===== config.mk =====
export PLATFORM = sky130hd
export DESIGN_NAME = phase_sequencer
export DESIGN_NICKNAME = d
export VERILOG_FILES = /design/src/rtl/phase_seq_pkg.sv /design/src/rtl/interval_timer.sv /design/src/rtl/phase_sequencer.sv
export SDC_FILE = /design/constraint.sdc
export NUM_CORES = 1
export LEC_CHECK = 0
export CAP_MARGIN = 20
export CORE_ASPECT_RATIO = 1.4
export CORE_UTILIZATION = 46
export DETAILED_ROUTE_END_ITERATION = 10
export GPL_TIMING_DRIVEN = 0
export PLACE_DENSITY = 0.81
export SETUP_SLACK_MARGIN = 0.02
export SLEW_MARGIN = 20
export SYNTH_ARGS = -nofsm -noshare
export SYNTH_HDL_FRONTEND = slang
export SYNTH_HIERARCHICAL = 1
export SYNTH_SLANG_ARGS = --single-unit

===== constraint.sdc =====
create_clock -name clk -period 3.3 [get_ports clk]
set_input_delay 0.99 -clock clk [delete_from_list [all_inputs] [get_ports clk]]
set_output_delay 0.99 -clock clk [all_outputs]
set_load 0.01 [all_outputs]

===== src/rtl/phase_seq_pkg.sv =====
// Shared definitions for the phase sequencer.
//   state_e      : sequencer state with its fixed 3-bit debug encoding
//   lamp_decode  : per-phase lamp drive {red, yellow, green} for a state/phase pair
//   next_phase   : round-robin successor with optional skipping of phases without demand
package phase_seq_pkg;

  localparam int unsigned MaxPhases = 8;

  typedef enum logic [2:0] {
    StGreenBase = 3'd0,
    StGreenExt  = 3'd1,
    StYellow    = 3'd2,
    StAllRed    = 3'd3,
    StWalk      = 3'd4
  } state_e;

  // Returns {red, yellow, green} for phase q while phase p is active in state st.
  // Exactly one bit is ever set, so each head shows a single lamp.
  function automatic logic [2:0] lamp_decode(state_e st, logic [2:0] p, logic [2:0] q);
    logic [2:0] lamp;
    lamp = 3'b100;
    if (p == q) begin
      case (st)
        StGreenBase, StGreenExt: lamp = 3'b001;
        StYellow:                lamp = 3'b010;
        default:                 lamp = 3'b100;
      endcase
    end
    return lamp;
  endfunction

  // Successor of phase p among num phases. Phase 0 always terminates the search,
  // so the result is defined even with no demand anywhere.
  function automatic int unsigned next_phase(logic [2:0] p, logic [MaxPhases-1:0] demand,
                                             logic skip, int unsigned num);
    int unsigned q;
    logic        done;
    q    = int'(p);
    done = 1'b0;
    for (int unsigned i = 0; i < MaxPhases; i++) begin
      if (!done) begin
        q = (q + 1 >= num) ? 0 : q + 1;
        if (q == 0 || !skip || demand[q]) done = 1'b1;
      end
    end
    return q;
  endfunction

endpackage


===== src/rtl/interval_timer.sv =====
// Interval down-counter for the phase sequencer.
//   clk_i      : system clock
//   load_i     : load cnt with max(load_val_i, 1); has priority over tick_i
//   load_val_i : interval length in ticks
//   tick_i     : timebase enable; cnt only moves on tick
//   expired_o  : tick arriving with cnt == 1 (the last tick of the interval)
module interval_timer #(
  parameter int unsigned TIMER_W = 8
) (
  input  logic               clk_i,
  input  logic               load_i,
  input  logic [TIMER_W-1:0] load_val_i,
  input  logic               tick_i,
  output logic               expired_o
);

  logic [TIMER_W-1:0] cnt_q, cnt_d;

  always_comb begin
    cnt_d = cnt_q;
    if (load_i) begin
      // A zero interval behaves as one tick.
      cnt_d = (load_val_i == '0) ? TIMER_W'(1) : load_val_i;
    end else if (tick_i && (cnt_q > TIMER_W'(1))) begin
      cnt_d = cnt_q - TIMER_W'(1);
    end
  end

  assign expired_o = tick_i && (cnt_q == TIMER_W'(1));

  // The owner asserts load_i during reset, so no separate reset is needed here.
  always_ff @(posedge clk_i) begin
    cnt_q <= cnt_d;
  end

endmodule


===== src/rtl/phase_sequencer.sv =====
// Round-robin signal phase sequencer.
// Each phase runs green-base, optional sensor-extended green, yellow and all-red clearance;
// a latched pedestrian request is served as a WALK interval after clearance of WALK_PHASE.
// Ports:
//   clk, sys_reset (sync, active-high), tick (timebase enable)
//   prg_sync_in    : reprogram pulse, restarts at phase 0 keeping the walk request
//   sensor_sync_in : per-phase vehicle presence
//   walk_req       : pedestrian request pulse
//   base/ext/yel/clear/walk_time : interval lengths in ticks, sampled at state entry
//   red/yellow/green : registered per-phase lamp drives
//   walk, walk_ack   : walk lamp and one-cycle pulse on WALK entry
//   phase_idx, busy_state : current phase and state encoding
module phase_sequencer
  import phase_seq_pkg::*;
#(
  parameter int unsigned NUM_PHASES = 2,
  parameter int unsigned TIMER_W    = 8,
  parameter int unsigned WALK_PHASE = 0,
  parameter int unsigned SKIP_EMPTY = 1
) (
  input  logic                          clk,
  input  logic                          sys_reset,
  input  logic                          tick,
  input  logic                          prg_sync_in,
  input  logic [NUM_PHASES-1:0]         sensor_sync_in,
  input  logic                          walk_req,
  input  logic [TIMER_W-1:0]            base_time,
  input  logic [TIMER_W-1:0]            ext_time,
  input  logic [TIMER_W-1:0]            yel_time,
  input  logic [TIMER_W-1:0]            clear_time,
  input  logic [TIMER_W-1:0]            walk_time,
  output logic [NUM_PHASES-1:0]         red,
  output logic [NUM_PHASES-1:0]         yellow,
  output logic [NUM_PHASES-1:0]         green,
  output logic                          walk,
  output logic                          walk_ack,
  output logic [$clog2(NUM_PHASES)-1:0] phase_idx,
  output logic [2:0]                    busy_state
);

  localparam int unsigned PhW = $clog2(NUM_PHASES);

  state_e                state_q, state_d;
  logic [PhW-1:0]        phase_q, phase_d, next_p;
  logic [NUM_PHASES-1:0] demand_q, demand_d;
  logic                  walk_latch_q, walk_latch_d;
  logic [NUM_PHASES-1:0] red_q, red_d, yellow_q, yellow_d, green_q, green_d;
  logic                  walk_q, walk_d, walk_ack_q;
  logic                  restart, expired, load, in_green, enter_walk, enter_green;
  logic [TIMER_W-1:0]    load_val;
  logic [2:0]            lamp;

  assign next_p = PhW'(next_phase(3'(phase_q), 8'(demand_q), SKIP_EMPTY != 0, NUM_PHASES));

  interval_timer #(
    .TIMER_W(TIMER_W)
  ) u_timer (
    .clk_i     (clk),
    .load_i    (load),
    .load_val_i(load_val),
    .tick_i    (tick),
    .expired_o (expired)
  );

  // Next state, phase and timer load.
  always_comb begin
    state_d = state_q;
    phase_d = phase_q;
    restart = sys_reset | prg_sync_in;
    if (expired) begin
      case (state_q)
        StGreenBase: state_d = sensor_sync_in[phase_q] ? StGreenExt : StYellow;
        StGreenExt:  state_d = StYellow;
        StYellow:    state_d = StAllRed;
        StAllRed: begin
          if ((phase_q == PhW'(WALK_PHASE)) && walk_latch_q) begin
            state_d = StWalk;
          end else begin
            state_d = StGreenBase;
            phase_d = next_p;
          end
        end
        StWalk: begin
          state_d = StGreenBase;
          phase_d = next_p;
        end
        default: begin
          state_d = StGreenBase;
          phase_d = '0;
        end
      endcase
    end
    // Restart aborts mid-interval with no yellow run-out.
    if (restart) begin
      state_d = StGreenBase;
      phase_d = '0;
    end

    load = restart | expired;
    case (state_d)
      StGreenBase: load_val = base_time;
      StGreenExt:  load_val = ext_time;
      StYellow:    load_val = yel_time;
      StAllRed:    load_val = clear_time;
      StWalk:      load_val = walk_time;
      default:     load_val = base_time;
    endcase
  end

  assign in_green    = (state_q == StGreenBase) || (state_q == StGreenExt);
  assign enter_walk  = (state_d == StWalk) && (state_q != StWalk);
  assign enter_green = !restart && expired && (state_d == StGreenBase);

  // Demand and walk latches.
  always_comb begin
    demand_d = demand_q;
    for (int unsigned q = 0; q < NUM_PHASES; q++) begin
      if (sensor_sync_in[q] && !(in_green && (phase_q == PhW'(q)))) demand_d[q] = 1'b1;
      // Clear applied after set so that clear wins on a collision.
      if (enter_green && (phase_d == PhW'(q))) demand_d[q] = 1'b0;
    end
    if (prg_sync_in) demand_d = '0;
    // Set after clear: a request on the entry cycle is kept for the next round.
    walk_latch_d = (walk_latch_q & ~enter_walk) | walk_req;
  end

  // Lamps follow the next state so they change on the same edge as the state.
  always_comb begin
    red_d    = '0;
    yellow_d = '0;
    green_d  = '0;
    lamp     = 3'b100;
    for (int unsigned q = 0; q < NUM_PHASES; q++) begin
      lamp        = lamp_decode(state_d, 3'(phase_d), 3'(q));
      red_d[q]    = lamp[2];
      yellow_d[q] = lamp[1];
      green_d[q]  = lamp[0];
    end
    walk_d = (state_d == StWalk);
  end

  always_ff @(posedge clk) begin
    if (sys_reset) begin
      state_q      <= StGreenBase;
      phase_q      <= '0;
      demand_q     <= '0;
      walk_latch_q <= 1'b0;
      walk_ack_q   <= 1'b0;
      walk_q       <= 1'b0;
    end else begin
      state_q      <= state_d;
      phase_q      <= phase_d;
      demand_q     <= demand_d;
      walk_latch_q <= walk_latch_d;
      walk_ack_q   <= enter_walk;
      walk_q       <= walk_d;
    end
    // During reset these decode to green[0] with red elsewhere.
    red_q    <= red_d;
    yellow_q <= yellow_d;
    green_q  <= green_d;
  end

  assign red        = red_q;
  assign yellow     = yellow_q;
  assign green      = green_q;
  assign walk       = walk_q;
  assign walk_ack   = walk_ack_q;
  assign phase_idx  = phase_q;
  assign busy_state = state_q;

endmodule


==> summary.md <==
| Metric | Value |
|---|---|
| Status | `completed` |
| Pin count of the biggest net entering global routing | `14` |
| Grt ovf | `0` |
| Boundary Pins | `just under 60` |
| CP Cell Sequence | `dlygate4sd2_1 -> and4_4 -> and2_4 -> a31o_4 -> or4b_4 -> buf_6 -> a21oi_2 -> o22a_1 -> nor4_1 -> a21oi_1 -> mux2i_1` |
| Worst VDD drop | `about 0.21 mV` |
| CTS Sinks | `22` |
| Share of layout cells above drive strength 1 | `15.8%` |
| Register bit total from synthesis | `22` |
| Seq pwr share | `43.6%` |
| GR Util All Layers | `27.4%` |
| YS warnings | `6` |
| Tmin final | `around 3.1 ns` |
| R2R Path Start | `u_timer/cnt_q[3]` |
| DRC viols | `0` |
| WL/cell | `around 16 um` |
| Tcrit/Tclk final | `95.4%` |
| Vias in the first global route | `1812` |
| Pre-Repair DR Iteration Count | `5` |
| Die width | `54.1 um` |
| Number of fill cells | `approximately 310` |
| Setup TNS Final | `0 ns` |
| Max cap viols | `0` |
| CORE AREA | `0.00364 mm^2` |
| CTS tree | `yes` |
| Die H | `74.9 um` |
| NetSw | `170 uW` |
| Ant diodes | `0` |
| Slew HR | `57.6%` |
| Static Leak | `1.08 nW` |
| Final setup fails | `0` |
| Setup CP Type | `input port to flop` |
| Clock share of power | `36.3%` |
| Clk pin slew, worst setup/hold paths | `0.08 ns` |
| GP Congestion | `between 0.8 and 0.9` |
| Starting Density | `between 40% and 50%` |
| Sequential area share after synthesis | `29.8%` |
| Post-route ant nets | `0` |
| Most common cell after layout, fill and taps aside | `clkdlybuf4s50_1` |
| Initial antenna violation count | `0` |
| Post-synth EDFFs | `8` |
| FFs w/ async S/R, synth | `0%` |
| Internal | `between 500 and 600 uW` |
| Port-buffer cells | `58` |
| Sw frac | `23.8%` |
| Final worst slack | `0.152 ns` |
| Crit-path max FO | `10` |
| DR vias/cell | `6.01` |
| Worst hold start | `demand_q[1]` |
| Hpwl dp | `between 3 and 4 mm` |
| Worst clock skew | `0.00414 ns` |
| First-pass GRT wire length | `~8 mm` |
| Number of DRC markers in iteration 0 | `77` |
| Syn_nets | `263` |
| Hold crit path type | `flop to flop` |
| Synth Cell Area | `0.00175 mm^2` |
| Gate power share | `20.1%` |
| CTS Hold Buffers Added | `0` |
| Crit-path slowest cell | `or4b_4` |
| Hold Fails Final Rpt | `0` |
| Die area | `about 0.004 mm^2` |
| Most frequent cells in the layout | `clkdlybuf4s50_1, o21ai_0, nor2_1, nand2_1, dfxtp_1` |
| Prevailing post-synth register cell | `dfxtp_1` |
| # H-tree levels | `1` |
| CP endpoint kind | `flop` |
| Root Driver | `clkbuf_8` |
| Worst slew pin tran | `0.631 ns` |
| Pre-CTS WS | `-0.666 ns` |
| Unique cell type count in the Yosys netlist | `57` |
| Row cnt | `26` |
| Unrepaired setup endpoints after global routing | `no` |
| Syn Inst Count | `214` |
| Final count of pins violating max slew | `0` |
| F_max | `approximately 320 MHz` |
| Vias | `1923` |
| Worst setup SP type | `input port` |
| Number of CTS-inserted buffers | `3` |
| Pwr dens | `279 mW/mm^2` |
| CP required | `about 3.3 ns` |
| CP peak stage delay | `approximately 0.52 ns` |
| Bufs on Longest Clock Path | `2` |
| # nets final | `328` |
| Syn_area_per_cell | `8.16 um^2` |
| Critical path arrival | `between 3 and 4 ns` |
| Area growth from synthesis to layout | `46.1%` |
| CP startpoint | `tick` |
| Worst skew pair latency | `about 0.27 ns` |
| Routed Wire Length | `5.21 mm` |
routing by layer:
metal / track usage (%) / up-vias / wire, um
met5: 0 / - / 0
met4: 13.7 / 0 / 112
met3: 3.43 / 12 / 309
met2: 51.0 / 77 / 2840
met1: 29.1 / 902 / 1950
li1: - / 932 / -
final timing paths:
check	endpoint	slack, ns	cells past startpoint
setup / recovery	u_timer/cnt_q[0]	0.15	11
hold / removal	demand_q[1]	0.53	2
hold reg to reg	demand_q[1]	0.53	2
setup reg to reg	u_timer/cnt_q[0]	0.19	11
cell type report:
class,count,area (um^2),share of cell area [%]
multi-input combinational,168,1170,45.9
sequential,22,520,20.4
inverter,11,41.3,1.62
clock buffer,3,41.3,1.62
timing repair buffer,61,607,23.8
clock inverter,1,30.0,1.18
tap,42,52.6,2.06
buffer,12,86.3,3.39
power by group through the flow:
stage / Combinational, mW / Sequential (mW) / Clock [mW]
floorplan: 0.0622 / 0.314 / 0
global placement: 0.133 / 0.317 / 0
detailed placement: 0.135 / 0.317 / 0
CTS: 0.138 / 0.311 / 0.262
global route: 0.153 / 0.313 / 0.268
finish: 0.143 / 0.311 / 0.258
cells by family (layout without fill, tap and decap cells):
kind of cell,Yosys count,after routing,synth area share (%)
XOR/XNOR,4,4,2.01
flip-flops,22,22,29.8
multiplexers,3,3,2.01
AO/OA/AOI/OAI,73,73,29.4
buffers and inverters,24,88,7.60
adder cells (fa/ha/maj),2,2,1.43
AND/OR/NAND/NOR,86,86,27.7
per-stage QoR:
step	utilization (%)	instance area [um^2]	std cells	hold slack [ns]	power [mW]
after floorplan	-	1750	214	0.473	0.376
after global placement	65.3	2380	314	0.500	0.450
after detailed placement	65.3	2380	314	0.517	0.452
after CTS	69.2	2520	319	0.528	0.711
after global routing	70.0	2550	320	0.559	0.735
final	70.0	2550	320	0.531	0.713
critical path: cells and delay by family:
family | cells | cell delay, ns
AND/OR/NAND/NOR | 4 | 1.01
multiplexers | 1 | 0.08
AO/OA/AOI/OAI | 4 | 0.68
buffers and inverters | 2 | 0.41
Yosys cell counts (all sizes together), types with 2 or more instances:
library cell   n  area share (%)
ha             2             1.4
dfxtp         14              16
nor4           2            0.72
nor3b          3             1.6
nand2         15             3.2
xnor2          3             1.5
a311o          2             1.1
o21ai         21             6.0
or2            2            0.72
edfxtp         8              14
a31oi          5             1.8
a2bb2oi        4             2.0
nand3          6             1.7
o22a           4             2.1
nor2b          2            0.72
inv           11             2.4
a21o           7             3.2
and3           4             1.4
o211ai         6             2.6
a21oi         10             2.9
clkbuf         9             4.1
nor4b          2             1.4
nor2          21             4.5
nand3b         4             1.7
nor3           8             2.9
buf            4             1.1
mux2i          2             1.1
a32oi          4             2.0
and2           4             1.6
o31ai          2            0.86
nand4          6             2.2
sequential cells by signal, summed over array words and instances (netlist names):
name and cells:
demand_q 1, busy_state 3, walk_latch_q 1, red 2, walk_ack 1, green 2
u_timer/cnt_q 8, walk 1, phase_idx 1, yellow 2
timing repair:
| action | CTS | global route |
|---|---|---|
| gates resized for setup | 14 | 11 |
| setup buffers | 1 | 2 |
| endpoints found under the setup margin | 7 | 1 |
| pin swaps | 3 | 3 |
(Power assumes the default switching activity.)
